$ cat src/rtl/instr_fetch_unit_pkg.sv
// rtl/instr_fetch_unit_pkg.sv - shared widths, defaults, fetch entry and instruction field helpers
package instr_fetch_unit_pkg;

    localparam int PC_WIDTH       = 8;
    localparam int INSTR_WIDTH    = 32;
    localparam int DEF_FIFO_DEPTH = 2;
    localparam logic [PC_WIDTH-1:0] DEF_RESET_PC = '0;

    // Instruction field positions used by the downstream decode stage.
    localparam int COND_MSB   = 31;
    localparam int COND_LSB   = 28;
    localparam int OPCODE_MSB = 27;
    localparam int OPCODE_LSB = 24;
    localparam int S_BIT      = 23;
    localparam int DEST_MSB   = 22;
    localparam int DEST_LSB   = 19;
    localparam int SRC1_MSB   = 18;
    localparam int SRC1_LSB   = 15;
    localparam int SRC2_MSB   = 14;
    localparam int SRC2_LSB   = 11;
    localparam int IMM_MSB    = 18;
    localparam int IMM_LSB    = 3;
    localparam int SR_MSB     = 2;
    localparam int SR_LSB     = 0;

    typedef logic [PC_WIDTH-1:0]    pc_t;
    typedef logic [INSTR_WIDTH-1:0] instr_t;

    // One prefetch FIFO entry: the returned word tagged with its fetch address.
    typedef struct packed {
        pc_t    pc;
        instr_t word;
    } fetch_entry_t;

    typedef struct packed {
        logic [3:0]  cond;
        logic [3:0]  opcode;
        logic        s;
        logic [3:0]  dest;
        logic [3:0]  src1;
        logic [3:0]  src2;
        logic [15:0] imm;
        logic [2:0]  sr;
    } instr_fields_t;

    // Split a raw word into its fields; imm overlaps src1/src2 by encoding.
    function automatic instr_fields_t decode_fields(input instr_t w);
        instr_fields_t f;
        f.cond   = w[COND_MSB:COND_LSB];
        f.opcode = w[OPCODE_MSB:OPCODE_LSB];
        f.s      = w[S_BIT];
        f.dest   = w[DEST_MSB:DEST_LSB];
        f.src1   = w[SRC1_MSB:SRC1_LSB];
        f.src2   = w[SRC2_MSB:SRC2_LSB];
        f.imm    = w[IMM_MSB:IMM_LSB];
        f.sr     = w[SR_MSB:SR_LSB];
        return f;
    endfunction

endpackage

$ cat src/rtl/instr_fetch_unit_if.sv
// rtl/instr_fetch_unit_if.sv - Ram fetch port and instruction delivery bus
interface instr_fetch_unit_if;
    import instr_fetch_unit_pkg::*;

    logic   fetch_req;
    pc_t    fetch_address;
    logic   fetch_valid;
    instr_t fetch_data;
    logic   instr_valid;
    logic   instr_ready;
    instr_t instr;
    pc_t    instr_pc;

    // Fetch unit side.
    modport master (
        output fetch_req,
        output fetch_address,
        input  fetch_valid,
        input  fetch_data,
        output instr_valid,
        input  instr_ready,
        output instr,
        output instr_pc
    );

    // Ram plus consumer side.
    modport slave (
        input  fetch_req,
        input  fetch_address,
        output fetch_valid,
        output fetch_data,
        input  instr_valid,
        output instr_ready,
        input  instr,
        input  instr_pc
    );

endinterface

$ cat src/rtl/instr_fetch_unit_fetch_fifo.sv
// rtl/instr_fetch_unit_fetch_fifo.sv - small prefetch FIFO with sync clear, count and held output
module fetch_fifo #(
    parameter int DEPTH = 2,
    parameter int WIDTH = 40
) (
    input  logic                       clk,
    input  logic                       reset,
    input  logic                       clear,
    input  logic                       wr_en,
    input  logic [WIDTH-1:0]           wr_data,
    input  logic                       rd_en,
    output logic [WIDTH-1:0]           rd_data,
    output logic [$clog2(DEPTH):0]     count,
    output logic                       empty
);

    localparam int AW = $clog2(DEPTH);
    localparam int CW = AW + 1;

    logic [WIDTH-1:0] mem [DEPTH];
    logic [AW-1:0]    wr_ptr;
    logic [AW-1:0]    rd_ptr;
    logic [CW-1:0]    cnt;
    logic [WIDTH-1:0] last_q;
    logic             rd_fire;

    assign rd_fire = rd_en && (cnt != '0);
    assign empty   = (cnt == '0);
    assign count   = cnt;

    // When empty the output holds the last popped entry instead of stale storage.
    assign rd_data = empty ? last_q : mem[rd_ptr];

    // Storage array; only written, never reset.
    always_ff @(posedge clk) begin
        if (wr_en && !clear && !reset) begin
            mem[wr_ptr] <= wr_data;
        end
    end

    // Pointers, occupancy and last-popped holding register.
    always_ff @(posedge clk) begin
        if (reset) begin
            wr_ptr <= '0;
            rd_ptr <= '0;
            cnt    <= '0;
            last_q <= '0;
        end else if (clear) begin
            wr_ptr <= '0;
            rd_ptr <= '0;
            cnt    <= '0;
        end else begin
            if (wr_en) begin
                wr_ptr <= wr_ptr + 1'b1;
            end
            if (rd_fire) begin
                rd_ptr <= rd_ptr + 1'b1;
                last_q <= mem[rd_ptr];
            end
            case ({wr_en, rd_fire})
                2'b10:   cnt <= cnt + CW'(1);
                2'b01:   cnt <= cnt - CW'(1);
                default: cnt <= cnt;
            endcase
        end
    end

endmodule

$ cat src/rtl/instr_fetch_unit.sv
// rtl/instr_fetch_unit.sv - PC owner, credit-limited fetch issue, redirect flush and prefetch buffering
module instr_fetch_unit
    import instr_fetch_unit_pkg::*;
#(
    parameter int                  FIFO_DEPTH = DEF_FIFO_DEPTH,
    parameter logic [PC_WIDTH-1:0] RESET_PC   = DEF_RESET_PC
) (
    input  logic                clk,
    input  logic                reset,
    input  logic                halt,
    input  logic                redirect_en,
    input  logic [PC_WIDTH-1:0] redirect_pc,
    output logic                protocol_err,
    instr_fetch_unit_if.master  bus
);

    localparam int CW = $clog2(FIFO_DEPTH) + 1;
    localparam int SW = CW + 2;

    pc_t          pc_q;
    pc_t          resp_pc_q;
    logic [CW-1:0] outstanding_q;
    logic [CW-1:0] drop_cnt_q;
    logic [CW-1:0] fifo_count;
    logic [SW-1:0] credit_used;
    logic [CW-1:0] resp_used;
    logic          issue;
    logic          resp_drop;
    logic          resp_accept;
    logic          resp_err;
    logic          fifo_wr;
    logic          fifo_rd;
    logic          fifo_empty;
    fetch_entry_t  wr_entry;
    fetch_entry_t  head;

    // Every fetch holds a credit from issue until its word leaves the FIFO
    // (or is discarded), so the FIFO can never be asked to overflow.
    assign credit_used = SW'(outstanding_q) + SW'(fifo_count) + SW'(drop_cnt_q);
    assign issue       = !reset && !halt && !redirect_en && (credit_used < SW'(FIFO_DEPTH));

    // Responses are in order: words for flushed fetches always arrive first.
    assign resp_drop   = bus.fetch_valid && (drop_cnt_q != '0);
    assign resp_accept = bus.fetch_valid && (drop_cnt_q == '0) && (outstanding_q != '0);
    assign resp_err    = bus.fetch_valid && (drop_cnt_q == '0) && (outstanding_q == '0);
    assign resp_used   = CW'(resp_drop | resp_accept);

    assign fifo_wr  = resp_accept && !redirect_en;
    assign fifo_rd  = bus.instr_valid && bus.instr_ready && !redirect_en;
    assign wr_entry = '{pc: resp_pc_q, word: bus.fetch_data};

    assign bus.fetch_req     = issue;
    assign bus.fetch_address = pc_q;
    assign bus.instr_valid   = !reset && !fifo_empty;
    assign bus.instr         = head.word;
    assign bus.instr_pc      = head.pc;

    fetch_fifo #(
        .DEPTH (FIFO_DEPTH),
        .WIDTH ($bits(fetch_entry_t))
    ) u_fetch_fifo (
        .clk     (clk),
        .reset   (reset),
        .clear   (redirect_en),
        .wr_en   (fifo_wr),
        .wr_data (wr_entry),
        .rd_en   (fifo_rd),
        .rd_data (head),
        .count   (fifo_count),
        .empty   (fifo_empty)
    );

    // Fetch PC and the tag applied to the next accepted response.
    always_ff @(posedge clk) begin
        if (reset) begin
            pc_q      <= RESET_PC;
            resp_pc_q <= RESET_PC;
        end else if (redirect_en) begin
            pc_q      <= redirect_pc;
            resp_pc_q <= redirect_pc;
        end else begin
            if (issue) begin
                pc_q <= pc_q + 1'b1;
            end
            if (fifo_wr) begin
                resp_pc_q <= resp_pc_q + 1'b1;
            end
        end
    end

    // In-flight accounting; a redirect turns every live fetch into one to discard.
    always_ff @(posedge clk) begin
        if (reset) begin
            outstanding_q <= '0;
            drop_cnt_q    <= '0;
        end else if (redirect_en) begin
            outstanding_q <= '0;
            drop_cnt_q    <= drop_cnt_q + outstanding_q - resp_used;
        end else begin
            outstanding_q <= outstanding_q + CW'(issue) - CW'(resp_accept);
            drop_cnt_q    <= drop_cnt_q - CW'(resp_drop);
        end
    end

    // Sticky flag for a Ram response nobody asked for.
    always_ff @(posedge clk) begin
        if (reset) begin
            protocol_err <= 1'b0;
        end else if (resp_err) begin
            protocol_err <= 1'b1;
        end
    end

endmodule

$ cat src/flat_wrapper.sv
// flat-port wrapper written by rule: the top's interface ports become plain ports
module instr_fetch_unit_flat import instr_fetch_unit_pkg::*;
#(
    parameter int                  FIFO_DEPTH = DEF_FIFO_DEPTH,
    parameter logic [PC_WIDTH-1:0] RESET_PC   = DEF_RESET_PC
)
  (clk, reset, halt, redirect_en, redirect_pc, protocol_err, bus_fetch_req, bus_fetch_address, bus_fetch_valid, bus_fetch_data, bus_instr_valid, bus_instr_ready, bus_instr, bus_instr_pc);
  instr_fetch_unit_if bus_i ();
  input  logic clk;
  input  logic reset;
  input  logic halt;
  input  logic redirect_en;
  input  logic [PC_WIDTH-1:0] redirect_pc;
  output logic protocol_err;
  output wire logic [$bits(bus_i.fetch_req)-1:0] bus_fetch_req;
  output wire logic [$bits(bus_i.fetch_address)-1:0] bus_fetch_address;
  input wire logic [$bits(bus_i.fetch_valid)-1:0] bus_fetch_valid;
  input wire logic [$bits(bus_i.fetch_data)-1:0] bus_fetch_data;
  output wire logic [$bits(bus_i.instr_valid)-1:0] bus_instr_valid;
  input wire logic [$bits(bus_i.instr_ready)-1:0] bus_instr_ready;
  output wire logic [$bits(bus_i.instr)-1:0] bus_instr;
  output wire logic [$bits(bus_i.instr_pc)-1:0] bus_instr_pc;
  assign bus_fetch_req = bus_i.fetch_req;
  assign bus_fetch_address = bus_i.fetch_address;
  assign bus_i.fetch_valid = bus_fetch_valid;
  assign bus_i.fetch_data = bus_fetch_data;
  assign bus_instr_valid = bus_i.instr_valid;
  assign bus_i.instr_ready = bus_instr_ready;
  assign bus_instr = bus_i.instr;
  assign bus_instr_pc = bus_i.instr_pc;
  instr_fetch_unit #(.FIFO_DEPTH(FIFO_DEPTH), .RESET_PC(RESET_PC)) u_core (.clk(clk), .reset(reset), .halt(halt), .redirect_en(redirect_en), .redirect_pc(redirect_pc), .protocol_err(protocol_err), .bus(bus_i));
endmodule
$ cat config.mk
export PLATFORM = sky130hd
export DESIGN_NAME = instr_fetch_unit_flat
export DESIGN_NICKNAME = d
export VERILOG_FILES = /design/src/rtl/instr_fetch_unit_pkg.sv /design/src/rtl/instr_fetch_unit_if.sv /design/src/rtl/instr_fetch_unit_fetch_fifo.sv /design/src/rtl/instr_fetch_unit.sv /design/src/flat_wrapper.sv
export SDC_FILE = /design/constraint.sdc
export NUM_CORES = 1
export LEC_CHECK = 0
export CORE_MARGIN = 1
export CORE_UTILIZATION = 60
export DETAILED_ROUTE_END_ITERATION = 10
export DONT_BUFFER_PORTS = 1
export PLACE_DENSITY = 0.76
export SYNTH_ARGS = -nofsm -noshare
export SYNTH_HDL_FRONTEND = slang
export SYNTH_SLANG_ARGS = --single-unit
$ cat constraint.sdc
create_clock -name clk -period 8.6 [get_ports clk]
set_input_delay 2.58 -clock clk [delete_from_list [all_inputs] [get_ports clk]]
set_output_delay 2.58 -clock clk [all_outputs]
set_load 0.02 [all_outputs]
# Word-level counts from Yosys, hierarchy flattened
# Memories as Yosys holds them, arrays and structs flattened. A register that Yosys moved wholly into a read port is not among the register bits.
# Index checks and enable logic that the tools add are counted.
# W data, S select, Z words.
# totals
memories	1
reg_bits	65
ramBits	80
latchBits	0
mem_bits_ro	0
elab_cells	68
input_bits	46
out_inout_bits	51
# mem_list
memory	words	word_bits	read_ports	rd_ports_with_merged_regs	write_ports	line_no	source
u_core.u_fetch_fifo.mem	2	40	1	1	1	instr_fetch_unit_fetch_fifo.sv:20	logic [WIDTH-1:0] mem [DEPTH];
# op_classes
n_mux	11
shifts	0
n_div	0
bitwise	2
n_lt_le_gt_ge	1
n_eq_ne	2
addsub	13
reduce_logical	29
multipliers	0
# op_table
cell	n
$mux W40	1
$mux W8	4
$add A8 B1 Y8 const B	2
$logic_and A1 B1 Y1	14
$reduce_bool A2 Y1	6
$logic_not A2 Y1	3
$add A4 B2 Y4	1
$logic_not A1 Y1	4
$lt A4 B2 Y1 const B	1
$mux W1	4
$pmux W2 S2	1
$sub A2 B1 Y2	2
$add A2 B2 Y3	1
$add A1 B1 Y1 const B	2
$add A2 B1 Y2	1
$add A2 B1 Y2 const B	1
$add A2 B2 Y2	1
$eq A2 B1 Y1 const B	1
$eq A2 B2 Y1 const B	1
$mux W2	1
$reduce_and A2 Y1	1
$reduce_or A2 Y1	1
$sub A2 B1 Y2 const B	1
$sub A2 B2 Y2	1
other kinds (2)	2

# Longest topological paths before layout
# Gate-level depths: netlist of run 1.
# depth
depth_word	8
depth_mapped	15
depth_no_buf	14

# Hierarchy
# A second synthesis of run 1 with hierarchy kept.
# unflattened
hier_cells	561
area_unflattened_um2	6344.8
# by_module_without_submodules
mod	n_inst	area_per_inst_um2	cells_per_inst	seq_area_each_um2
fetch_fifo	1	5063.6	421	3303.2
instr_fetch_unit	1	1281.2	140	420.4

# Worst setup path after synthesis of run 1
# Ideal clock, no wire load.
# synth_path
path_kind	input -> register
from	input reset
to	memory u_core.u_fetch_fifo.mem[0][0], enable pin
setup_ns	0.537
t_required_ns	8.063
cell_stages	4
arrival_ns	7.051
setup_slack_ns	1.012
path_buffers	2
path_cell_list	clkbuf_1 or2_1 clkbuf_1 nor4_1
# synth_via
elab_chain_len	4
# synth_lines
element	line_no	source
start, declared	flat_wrapper.sv:10	input logic reset;
$logic_not A1 Y1	instr_fetch_unit_fetch_fifo.sv:36	if (wr_en && !clear && !reset) begin
$logic_and A1 B1 Y1	instr_fetch_unit_fetch_fifo.sv:36	
$mux W1	instr_fetch_unit_fetch_fifo.sv:36	
$mux W1 (not written as such)	instr_fetch_unit_fetch_fifo.sv:37	mem[wr_ptr] <= wr_data;
end, declared	instr_fetch_unit_fetch_fifo.sv:20	
# No other way between the ends.

# Worst setup path in the final report of run 1
# layout_path
from	input redirect_en
to	output bus_fetch_req
# layout_via
elab_chain_len	3
# layout_lines
element	line_no	source
start, declared	flat_wrapper.sv:12	input logic redirect_en;
$logic_not A1 Y1	instr_fetch_unit.sv:40	assign issue = !reset && !halt && !redirect_en && (credit_used < SW'(FIFO_DEPTH));
$logic_and A1 B1 Y1 (2 in series)	instr_fetch_unit.sv:40	
end, declared	flat_wrapper.sv:15	output wire logic [$bits(bus_i.fetch_req)-1:0] bus_fetch_req;
# No other way between the ends.

==> results of run 1 <==
-- path summary, 6_finish.rpt --
check | from | to | slack, ns | cells past startpoint
max | redirect_en | bus_fetch_req | 2.47 | 2
min | u_core.resp_pc_q[7] | u_core.u_fetch_fifo.mem[1][39] | 0.49 | 0
max reg2reg | u_core.outstanding_q[0] | u_core.outstanding_q[1] | 4.53 | 14
min reg2reg | u_core.resp_pc_q[7] | u_core.u_fetch_fifo.mem[1][39] | 0.49 | 0
-- layout make-up --
cell class | count | area [um2] | area share
clock buffers | 18 | 417.9 | 0.06246
clock inverters | 14 | 118.9 | 0.01777
inverters | 14 | 52.55 | 0.007855
multi-input cells | 331 | 2180 | 0.3258
flip-flops and latches | 146 | 3725 | 0.5568
well taps | 133 | 166.4 | 0.02487
repair buffers | 4 | 30.03 | 0.004488
-- stage by stage --
stage                     hold slack [ns]    util  setup WS (ns)  cell area, um2  total power [mW]
after floorplan                    0.4465       -          1.012            6091            0.8584
after detailed placement           0.4658  0.6267          2.475            6153            0.8728
after CTS                          0.4898  0.6813          2.480            6690             1.535
after global placement             0.4557  0.6267          2.484            6153            0.8669
final                              0.4855  0.6813          2.470            6690             1.520
after global routing               0.5050  0.6813          2.409            6690             1.577
-- state kept, by name, summed over array words and instances, names as in the netlist, named ones only --
| name | cells |
|---|---|
| u_core.outstanding_q | 2 |
| u_core.u_fetch_fifo.rd_ptr | 1 |
| u_core.bus.fetch_address | 8 |
| u_core.u_fetch_fifo.count | 2 |
| u_core.protocol_err | 1 |
| u_core.resp_pc_q | 8 |
| u_core.u_fetch_fifo.last_q | 40 |
| u_core.u_fetch_fifo.mem | 80 |
| u_core.u_fetch_fifo.wr_ptr | 1 |
| u_core.drop_cnt_q | 2 |
-- per-layer routing --
metal / up-vias / track usage / routed length [um]
met5: - / 0 / 0
met4: 0 / 0.06826 / 91
met2: 126 / 0.3913 / 5904
met1: 1821 / 0.2748 / 4797
li1: 1890 / - / -
met3: 9 / 0.09085 / 964
-- kinds of logic (layout without fill, tap and decap cells) --
logic type	count (synthesis)	in the layout	share of synthesized area
AND/OR/NAND/NOR	146	146	0.1115
adder cells (fa/ha/maj)	12	12	0.02712
flip-flops	146	146	0.6113
multiplexers	42	42	0.06902
XOR/XNOR	15	15	0.02403
AO/OA/AOI/OAI	116	116	0.1247
buffers and inverters	49	50	0.03225
-- cell usage in the layout, fill, tap and decap left out, types with 2 or more instances in the layout --
cell / count
edfxtp_1: 80
nor4_1: 3
mux2i_1: 42
a21oi_1: 50
clkbuf_16: 16
inv_1: 14
clkinvlp_4: 5
nor2_1: 97
and3_2: 2
o311a_1: 2
a211oi_1: 41
nor2b_1: 3
nand4_1: 6
o21a_1: 5
o31a_1: 6
ha_1: 10
xor2_1: 5
nor4_4: 2
xnor2_1: 9
nand2_1: 10
buf_4: 4
nor3b_1: 2
inv_6: 7
or2_1: 2
nand3_1: 2
o21ai_0: 2
dfxtp_1: 65
a21boi_1: 6
nor3_1: 7
fa_1: 2
-- power by group through the flow --
stage	registers [mW]	clock network, mW	logic [mW]
5_1_grt	0.773	0.704	0.100
4_1_cts	0.771	0.677	0.0875
2_1_floorplan	0.781	0	0.0775
6_report	0.771	0.663	0.0866
3_3_place_gp	0.785	0	0.0823
3_5_place_dp	0.786	0	0.0867
==> flow_summary.toml, run 1 <==
[power]
p_int_mw = 1.148
leakage_nw = 2.185
clockPowerShare = 0.436
irDropWorstVdd_uv = 172.4
p_comb_frac = 0.057
power.switching_mw = 0.3725
power.share.switching = 0.2450
seq_power_share = 0.507
power_density_mw_per_mm2 = 227.2

[critical_path]
cpMaxStageDelayCell = "nor3_1"
critPathArrivalTime_ns = 3.55
required_ns = 6.02
crit_path_cell_trace = "or2_1, nor3_1"
critPathMaxStageDelay_ns = 0.64
crit_family = "simple AND/OR/NAND/NOR gates"
path_buf_inv = 0
worstSetupPathType = "in2out"
worstPathMaxFanout = 21
cp-end-kind = "output pin"
critPathLaunchType = "input port"

[layout]
antenna_cells = 0
drive_above_1_share = 0.08539
fillers = 736
final_cell_count_no_fill = 660
syn_to_final_growth_pct = 9.840
nets = 572

[sta]
slew_headroom = 0.3145
rsz0062_at_grt = "false"
worst_pin_slew_ns = 1.028
tns_ns = 0
fmax_mhz = 163.1
fin_skew_ns = 0.01403
min_period_ns = 6.130
setup_violations = 0
fin_crit_sh = 0.7128
slew_violations = 0
hold_viol = 0

[die]
boundaryPins = 97
core-area_mm2 = 0.009819
num_rows = 36
initial_utilization = 0.6203
fp.dieW_um = 102.8
dieArea_mm2 = 0.01056
die_y_um = 102.8

[clock_tree]
cts_tree = "built"
cts_hold_buf = 0
clkSinkCount = 146
h-tree-depth = 4
cts_buffer_depth = 2
cts_setup_buffers = 0
cts_root_buffer = "clkbuf_8"
clkSlewWorstSetupHoldPaths_ns = 0.06
numCtsBuffers = 17
post_cts_resized = 0
clk_latency_ns = 0.52

[drt]
ant_nets = 0
wl_per_cell_um = 17.82
dr.first_iter.drc_count = 153
wl_mm = 11.76
via_count = 3846
dr.pass1.iters = 5
vias_per_cell = 5.827
drt_drc_violations_left = 0

[logic_synthesis]
synth_edf_count = 80
async_flop_share = 0
synth_ff_type = "edfxtp_1"
synth.avg_cell_area_um2 = 11.58
synth_top_area_cell = "edfxtp_1"
syn_nets = 584
yosysSeqAreaShare = 0.6113
yosysUniqueCellTypes = 42
synth_top_area_frac = 0.3944
synth-seq-cells = 146
yosysMostFrequentCell = "nor2_1"
synth_cells = 526
synth_area_leaders = "edfxtp_1, dfxtp_1, mux2i_1, nor2_1, a211oi_1"
syn_area_mm2 = 0.006091
synth_common_cells = "nor2_1, edfxtp_1, dfxtp_1"
ys_warn_count = 0

[global_routing]
overflow = 0
grt_start_max_net_pins = 82
antenna_found_initial = 0
track_usage = 0.2316
grt_pass1_vias = 3718
grt_pass1_wl_mm = 18.17

[run]
drv_cap = 0

[min_path]
hold_class = "reg2reg"

[place]
io_buffer_count = 0
place_inst = 628
dp_hpwl_mm = 7.300
gp_congestion = 0.7749

[status]
outcome = "complete, no violations"
Note: power is estimated with default switching activity, not from simulation.
==> run 2, diff against run 1 <==
==> constraint.sdc (replaced) <==
create_clock -name clk -period 6 [get_ports clk]
set_input_delay 1.8 -clock clk [delete_from_list [all_inputs] [get_ports clk]]
set_output_delay 1.8 -clock clk [all_outputs]
set_load 0.02 [all_outputs]
==> flow_summary.toml, run 2 (synthesized netlist as in run 1, its figures left out) <==
[die]
fp.dieW_um = 102.8
boundaryPins = 97
dieArea_mm2 = 0.01056
core-area_mm2 = 0.009819
initial_utilization = 0.6203
num_rows = 36
die_y_um = 102.8

[drt]
drt_drc_violations_left = 0
ant_nets = 0
via_count = 3804
wl_per_cell_um = 17.28
dr.first_iter.drc_count = 266
wl_mm = 11.42
dr.pass1.iters = 4
vias_per_cell = 5.755

[global_routing]
grt_start_max_net_pins = 82
track_usage = 0.2280
grt_pass1_vias = 3748
overflow = 0
grt_pass1_wl_mm = 17.88
antenna_found_initial = 0

[power]
power_mw = 2.233
power.share.switching = 0.2292
irDropWorstVdd_uv = 195.0
power.switching_mw = 0.5117
power_density_mw_per_mm2 = 331.3
p_comb_frac = 0.057
clockPowerShare = 0.449
p_int_mw = 1.721
leakage_nw = 2.215
seq_power_share = 0.494

[place]
io_buffer_count = 0
place_inst = 629
place_area_mm2 = 0.006170
pre_cts_slack_ns = 1.356
dp_hpwl_mm = 7.170
gp_congestion = 0.8376

[critical_path]
critPathLaunchType = "flop"
worstSetupPathType = "reg2out"
critPathArrivalTime_ns = 3.40
required_ns = 4.20
worstPathMaxFanout = 16
cp-end-kind = "output pin"

[clock_tree]
h-tree-depth = 4
cts_tree = "built"
clkSinkCount = 146
cts_root_buffer = "clkbuf_8"
clk_latency_ns = 0.52
cts_buffer_depth = 2
numCtsBuffers = 17
cts_setup_buffers = 0
cts_hold_buf = 0
clkSlewWorstSetupHoldPaths_ns = 0.06
post_cts_resized = 0

[run]
drv_cap = 0

[layout]
final_cell_count_no_fill = 661
layout_common_cells = "nor2_1, edfxtp_1, dfxtp_1"
design_area_mm2 = 0.006740
syn_to_final_growth_pct = 10.66
postLayoutCoreUtil = 0.6864
nets = 573
largest_reg_flops = 80
regMostFlops = "u_core.u_fetch_fifo.mem"
final_common_cell = "nor2_1"
drive_above_1_share = 0.08333
reg_top3 = "u_core.u_fetch_fifo.mem: 80 flops, u_core.u_fetch_fifo.last_q: 40 flops"
antenna_cells = 0

[sta]
rsz0062_at_grt = "false"
hold_viol = 0
slew_headroom = 0.3432
fin_crit_sh = 0.8662
fin_skew_ns = 0.008964
whs_ns = 0.4896
worst_pin_slew_ns = 0.9852
setup_ws_ns = 0.8025
slew_violations = 0
setup_violations = 0
min_period_ns = 5.197
tns_ns = 0
fmax_mhz = 192.4

[min_path]
hold_class = "reg2reg"

[status]
outcome = "complete, no violations"
-- run 2: metal layers --
layer	track usage	part of all wire
met4	0.09642	0.015
met5	0	0
met3	0.06441	0.072
met1	0.2712	0.43
met2	0.3892	0.49
-- run 2: power groups by stage --
stage          logic [mW]  registers [mW]  clock network, mW
6_report            0.126            1.10               1.00
5_1_grt             0.143            1.11               1.06
4_1_cts             0.127            1.10               1.02
3_5_place_dp        0.125            1.13                  0
3_3_place_gp        0.122            1.12                  0
2_1_floorplan       0.112            1.12                  0
-- run 2: final cells by class --
class	instances	area, um2
clock buffers	18	417.9
clock inverters	14	152.6
fillers	740	3079
inverters	14	52.55
multi-input cells	331	2188
flip-flops and latches	146	3725
well taps	133	166.4
repair buffers	5	37.54
-- run 2: critical path, stage by stage (launching register included) --
cell	delay (ns)
dfxtp_1	0.35
ha_1	0.24
fa_1	0.58
inv_1	0.07
fa_1	0.43
nor2_1	0.19
a31oi_2	0.31
nor3_1	0.71
-- run 2: final timing paths --
| path | startpoint | to | slack [ns] | depth (start not counted) |
|---|---|---|---|---|
| worst max register to register | u_core.u_fetch_fifo.count[0] | u_core.outstanding_q[1] | 1.93 | 14 |
| worst min register to register | u_core.resp_pc_q[7] | u_core.u_fetch_fifo.mem[0][39] | 0.49 | 0 |
| worst max-delay path | u_core.u_fetch_fifo.count[0] | bus_fetch_req | 0.80 | 7 |
| worst min-delay path | u_core.resp_pc_q[7] | u_core.u_fetch_fifo.mem[0][39] | 0.49 | 0 |
==> run 3, diff against run 2 <==
--- a/config.mk
+++ b/config.mk
@@ -9,6 +9,7 @@
 export CORE_UTILIZATION = 60
 export DETAILED_ROUTE_END_ITERATION = 10
 export DONT_BUFFER_PORTS = 1
+export GPL_ROUTABILITY_DRIVEN = 0
 export PLACE_DENSITY = 0.76
 export SYNTH_ARGS = -nofsm -noshare
 export SYNTH_HDL_FRONTEND = slang
==> results of run 3 <==
No change in the layout: final DEF, timing and power equal those of run 2.
